## src/rtl/rom_reset_sequencer_pkg.sv

```systemverilog
// Shared definitions for the reset-sequence ROM reader: state encoding,
// instruction width and the default sequence length of the reset ROM.
package rom_reset_sequencer_pkg;

    typedef enum logic [1:0] {
        FETCH = 2'd0,
        ISSUE = 2'd1,
        DONE  = 2'd2
    } seq_state_t;

    localparam int          INST_W            = 19;
    localparam logic [18:0] NOP_WORD          = 19'h7f000;
    localparam int          DEFAULT_LAST_ADDR = 2;

endpackage

```

## src/rtl/rom_reset_sequencer.sv

```systemverilog
// Walks the reset ROM from address 0 to LAST_ADDR and hands each word to the
// core over valid/ready, holding off normal fetch until the sequence ends.
//
// state | meaning
// FETCH | capture rom_dout at rom_addr into inst, raise inst_valid
// ISSUE | present inst until the core accepts it
// DONE  | sequence complete, core released; wait for start to re-run
module rom_reset_sequencer
    import rom_reset_sequencer_pkg::*;
#(
    parameter int ADDR_W    = 3,
    parameter int DATA_W    = INST_W,
    parameter int LAST_ADDR = DEFAULT_LAST_ADDR
) (
    input  logic              clk,
    input  logic              reset,
    input  logic              start,
    output logic [ADDR_W-1:0] rom_addr,
    input  logic [DATA_W-1:0] rom_dout,
    output logic [DATA_W-1:0] inst,
    output logic              inst_valid,
    input  logic              inst_ready,
    output logic              core_hold,
    output logic              done
);

    localparam logic [ADDR_W-1:0] LAST = ADDR_W'(LAST_ADDR);

    seq_state_t state;

    always_ff @(posedge clk or posedge reset) begin
        if (reset) begin
            state      <= FETCH;
            rom_addr   <= '0;
            inst       <= '0;
            inst_valid <= 1'b0;
            core_hold  <= 1'b1;
            done       <= 1'b0;
        end else begin
            case (state)
                FETCH: begin
                    inst       <= rom_dout;
                    inst_valid <= 1'b1;
                    state      <= ISSUE;
                end
                ISSUE: begin
                    // start is deliberately not looked at here; it only counts in DONE
                    if (inst_valid && inst_ready) begin
                        inst_valid <= 1'b0;
                        if (rom_addr == LAST) begin
                            core_hold <= 1'b0;
                            done      <= 1'b1;
                            state     <= DONE;
                        end else begin
                            rom_addr <= rom_addr + ADDR_W'(1);
                            state    <= FETCH;
                        end
                    end
                end
                DONE: begin
                    if (start) begin
                        rom_addr  <= '0;
                        done      <= 1'b0;
                        core_hold <= 1'b1;
                        state     <= FETCH;
                    end
                end
                default: state <= FETCH;
            endcase
        end
    end

endmodule

```

## config.mk

```make
export PLATFORM = sky130hd
export DESIGN_NAME = rom_reset_sequencer
export DESIGN_NICKNAME = d
export VERILOG_FILES = /design/src/rtl/rom_reset_sequencer_pkg.sv /design/src/rtl/rom_reset_sequencer.sv
export SDC_FILE = /design/constraint.sdc
export NUM_CORES = 1
export LEC_CHECK = 0
export ABC_AREA = 1
export ABC_CLOCK_PERIOD_IN_PS = 2500
export BUFFER_PORTS_ARGS = -buffer_cell sky130_fd_sc_hd__buf_2
export CORE_MARGIN = 1.5
export CORE_UTILIZATION = 40
export DETAILED_ROUTE_END_ITERATION = 12
export PLACE_DENSITY_LB_ADDON = 0.08
export SLEW_MARGIN = 10
export SYNTH_ARGS = -nofsm -noshare
export SYNTH_HDL_FRONTEND = slang
export SYNTH_SLANG_ARGS = --single-unit
```

## constraint.sdc

```tcl
create_clock -name clk -period 2.5 [get_ports clk]
set_clock_uncertainty 0.15 [all_clocks]
set_input_delay 0.125 -clock clk [delete_from_list [all_inputs] [get_ports clk]]
set_output_delay 0.125 -clock clk [all_outputs]
set_load 0.1 [all_outputs]
```

=== Yosys cells after proc, flatten, opt, wreduce, memory -nomap -nowiden ===
Cells that the tools add are included.

* $add $sub $neg: 1
* Multiplexer cells: 18
* Reduce and logical (&&, ||, !) cells: 8
* Eq/ne operators: 7

{| class="wikitable"
|+ Operators by type and width
! operator !! count
|-
| $mux W3 || 3
|-
| $ne A2 B2 Y1 const B || 4
|-
| $reduce_and A4 Y1 || 2
|-
| $mux W1 || 7
|-
| $mux W2 || 3
|-
| $pmux W1 S2 || 3
|-
| $pmux W2 S3 || 1
|-
| $pmux W3 S2 || 1
|-
| $reduce_and A2 Y1 || 2
|-
| $reduce_bool A2 Y1 || 2
|-
| $add A3 B1 Y3 const B || 1
|-
| $eq A3 B2 Y1 const B || 1
|-
| $eq A2 B1 Y1 const B || 1
|-
| $eq A2 B2 Y1 const B || 1
|-
| $logic_not A2 Y1 || 1
|-
| $logic_and A1 B1 Y1 || 1
|}

* Logic and storage cells: 40
* Bits in registers: 27
* Bits of input ports: 23
* Output and inout port bits: 25

=== Longest topological paths before layout ===
* Depth after elaboration: 4
* Depth in mapped cells: 9
* Depth with buffers taken out: 9

=== Worst setup path after synthesis ===
Ideal clock, no wire load.

* Path kind: reg2reg
* Start: reg rom_addr[0]
* End: reg rom_addr[0]
* Clock period less this slack: 1951 ps
* Buffers on the path: 0
* Data required time: 2228 ps
* Path slack: 549 ps
* Arrival time: 1679 ps
* Library setup time: 122 ps
* Cell stages (with the launch flop): 9
* Cells stage by stage: dfrtp_1 -> inv_1 -> ha_1 -> nand2_1 -> nand2_1 -> nand2_1 -> nand2_2 -> nand2_1 -> nand2_1

* Cells in the longest elaborated chain, start to end: 4
* Elaborated cells between the ends (all ways): 7
* Those cells by class: 1 x add/sub; 2 x eq/ne; 3 x mux; 1 x reduce/logical

{| class="wikitable"
|+ Ends and longest elaborated chain
! item !! line !! RTL
|-
| from (decl) || rom_reset_sequencer.sv:18 || <nowiki>output logic [ADDR_W-1:0] rom_addr,</nowiki>
|-
| from (signal assigned) || rom_reset_sequencer.sv:55 || <nowiki>rom_addr <= rom_addr + ADDR_W'(1);</nowiki>
|-
| $add A3 B1 Y3 || rom_reset_sequencer.sv:55 ||
|-
| $mux W3 || rom_reset_sequencer.sv:50 || <nowiki>if (rom_addr == LAST) begin</nowiki>
|-
| $mux W3 || rom_reset_sequencer.sv:48 || <nowiki>if (inst_valid && inst_ready) begin</nowiki>
|-
| $pmux W3 S2 || rom_reset_sequencer.sv:40 || <nowiki>case (state)</nowiki>
|}

Several ways; a longest one is shown, not always the timed one. The select of a mux whose other input is x is not followed.
A chain may end at the register's enable or synchronous reset.

=== Worst setup path after layout ===
* Start: reg core_hold
* End: out core_hold

{| class="wikitable"
|+ RTL lines
! item !! line !! RTL
|-
| from (decl) || rom_reset_sequencer.sv:23 || <nowiki>output logic core_hold,</nowiki>
|-
| from (signal assigned) || rom_reset_sequencer.sv:37 || <nowiki>core_hold <= 1'b1;</nowiki>
|-
| from (signal assigned) || rom_reset_sequencer.sv:51 || <nowiki>core_hold <= 1'b0;</nowiki>
|-
| from (signal assigned) || rom_reset_sequencer.sv:64 || <nowiki>core_hold <= 1'b1;</nowiki>
|}

No word-level cell between the ends.

==> reports/qor.yml <==
run_status:
  status: "complete, no violations"
drt:
  ant_nets: 0
  wl_per_cell_um: 11.0
  drcViolationCount: 0
  routed_via_density: 4.28
  drt_iter0_markers: 22
  num_vias: 941
  wl_um: 2410
  dr.pass1.iters: 4
cts:
  tritoncts: "built"
  clk_pin_slew_ns: 0.14
  clock-sinks: 27
  post_cts_resized: 0
  clockBufferDepth: 2
  cts_buffers: 3
  cts_root_buf: "clkbuf_4"
  clk-insertion-delay-late_ns: 0.31
  htreeDepth: 1
  cts_setup_buffers: 0
finish:
  num_antenna_cells: 0
  n_fill_cell: 271
  area_growth_pct: 42.0
  nNetsFinal: 202
  drive_above_1_share_pct: 47.2
  layoutNonFillerInstCount: 220
sta:
  finalCriticalPeriod_ns: 1.55
  min_period_over_period_pct: 61.9
  tightest_slew_ns: 0.499
  finalHoldViolations: 0
  max-slew-margin-rel_pct: 67.0
  rsz0062_at_grt: "no"
  slew_viol_final: 0
  fin_tns_setup_ns: 0
  setup_slack_ns: 0.952
  setup_viol: 0
  worst_hold_slack_ns: 0.248
  fmax_ghz: 0.646
synthesis:
  avgSynthCellArea_um2: 12.2
  yosysTopAreaCellShare_pct: 51.7
  yosysMostFrequentCell: "dfrtp_1"
  syn_nets: 128
  ys_seq_area_share_pct: 53.8
  synthFlopType: "dfrtp_1"
  async_flop_share_pct: 100
  synth_edf_count: 0
  ys_ff_latch: 27
  synth_area_leaders: "dfrtp_1, mux2_4, nand2_1"
  synth_largest_area_cell: "dfrtp_1"
  ys_warn_count: 0
  synth_cell_type_count: 16
  syn_area_um2: 1260
  synth_common_cells: "dfrtp_1, nand2_1, mux2_4"
  synthCells: 103
setup_path:
  cp_max_fo: 2
  crit_family: "flip-flops"
  setup.worst_path.end_class: "output pin"
  cp.arrival_ns: 1.27
  worstPathRequired_ns: 2.23
  start_kind: "flip-flop"
  slowest_delay_ns: 0.55
  crit_path_cell_trace: "buf_2"
  crit_slowest_cell: "dfstp_2"
  worstSetupPathType: "flip-flop to output pin"
  path_buf_inv: 1
die:
  io_pins: 48
  die_area_um2: 3490
  rows: 20
  start_util_pct: 41.6
  die_w_um: 59.1
  die_h_um: 59.1
  core_um2: 3030
grt:
  grt_max_degree: 28
  grt-ovfl-total: 0
  grt_usage_pct: 15.1
  antenna_found_initial: 0
  grt_pass1_vias: 890
  grt_pass1_wl_um: 3950
placement:
  place_inst: 194
  dp_slack_ns: 1.02
  gp_congestion: 0.720
  hpwlAfterDp_um: 1580
  port-buffer-count: 47
run:
  maxCapViolCount: 0
min_path:
  hold_class: "primary input to asynchronous set/reset pin"
[cell usage in the layout, fill, tap and decap left out, drive strengths merged]
master and n:
nand3 3, nand2 27, clkbuf 4, buf 49, mux2 19, dfstp 1, o21ai 2, inv 12
dlygate4sd3 22, nor2 9, ha 2, dfrtp 26
[metal layers]
metal  GRT usage, %  up-vias  wire [um]
li1               -      469          -
met1           20.5      444       1120
met2           23.7       26       1160
met3           3.28        2        106
met4           5.84        0         19
met5              0        -          0
[worst paths after layout]
path,start,to,slack [ns],depth (start not counted)
worst max-delay path,core_hold,core_hold,0.95,1
worst min-delay path,reset,inst[11],0.25,4
worst max register to register,state[0],inst[3],1.00,3
worst min register to register,core_hold,core_hold,0.32,2
max in group asynchronous,reset,core_hold,1.64,4
min in group clk,core_hold,core_hold,0.32,2
[sequential cells by signal, indices dropped and copies added (netlist names)]
| name | flops |
|---|---|
| core_hold | 1 |
| done | 1 |
| inst | 19 |
| inst_valid | 1 |
| rom_addr | 3 |
| state | 2 |
[metrics by stage]
step | utilization, % | area [um2]
6_report | 59.0 | 1790
5_1_grt | 59.0 | 1790
4_1_cts | 59.0 | 1790
3_5_place_dp | 50.9 | 1540
3_3_place_gp | 50.9 | 1540
2_1_floorplan | - | 1260
[kinds of logic after synthesis]
family	synth area share (%)
adder cells (fa/ha/maj)	1.99
AND/OR/NAND/NOR	15.4
flip-flops	53.8
multiplexers	22.7
buffers and inverters	5.37
AO/OA/AOI/OAI	0.794
[layout make-up]
type	count	area, um2	share of cell area, %
inverters	12	45.0	2.52
multi-input cells	62	514	28.8
flip-flops and latches	27	677	37.9
well taps	44	55.1	3.08
clock buffers	4	26.3	1.47
repair buffers	71	470	26.3
[timing repair]
action / in CTS / in global routing
hold buffers: 22 / 0
endpoints found under the hold margin: 48 / 0
setup endpoints to repair: 0 / 0
Power is not shown: default switching activity piles up to over one toggle a cycle in this logic, so the estimate is an artifact.
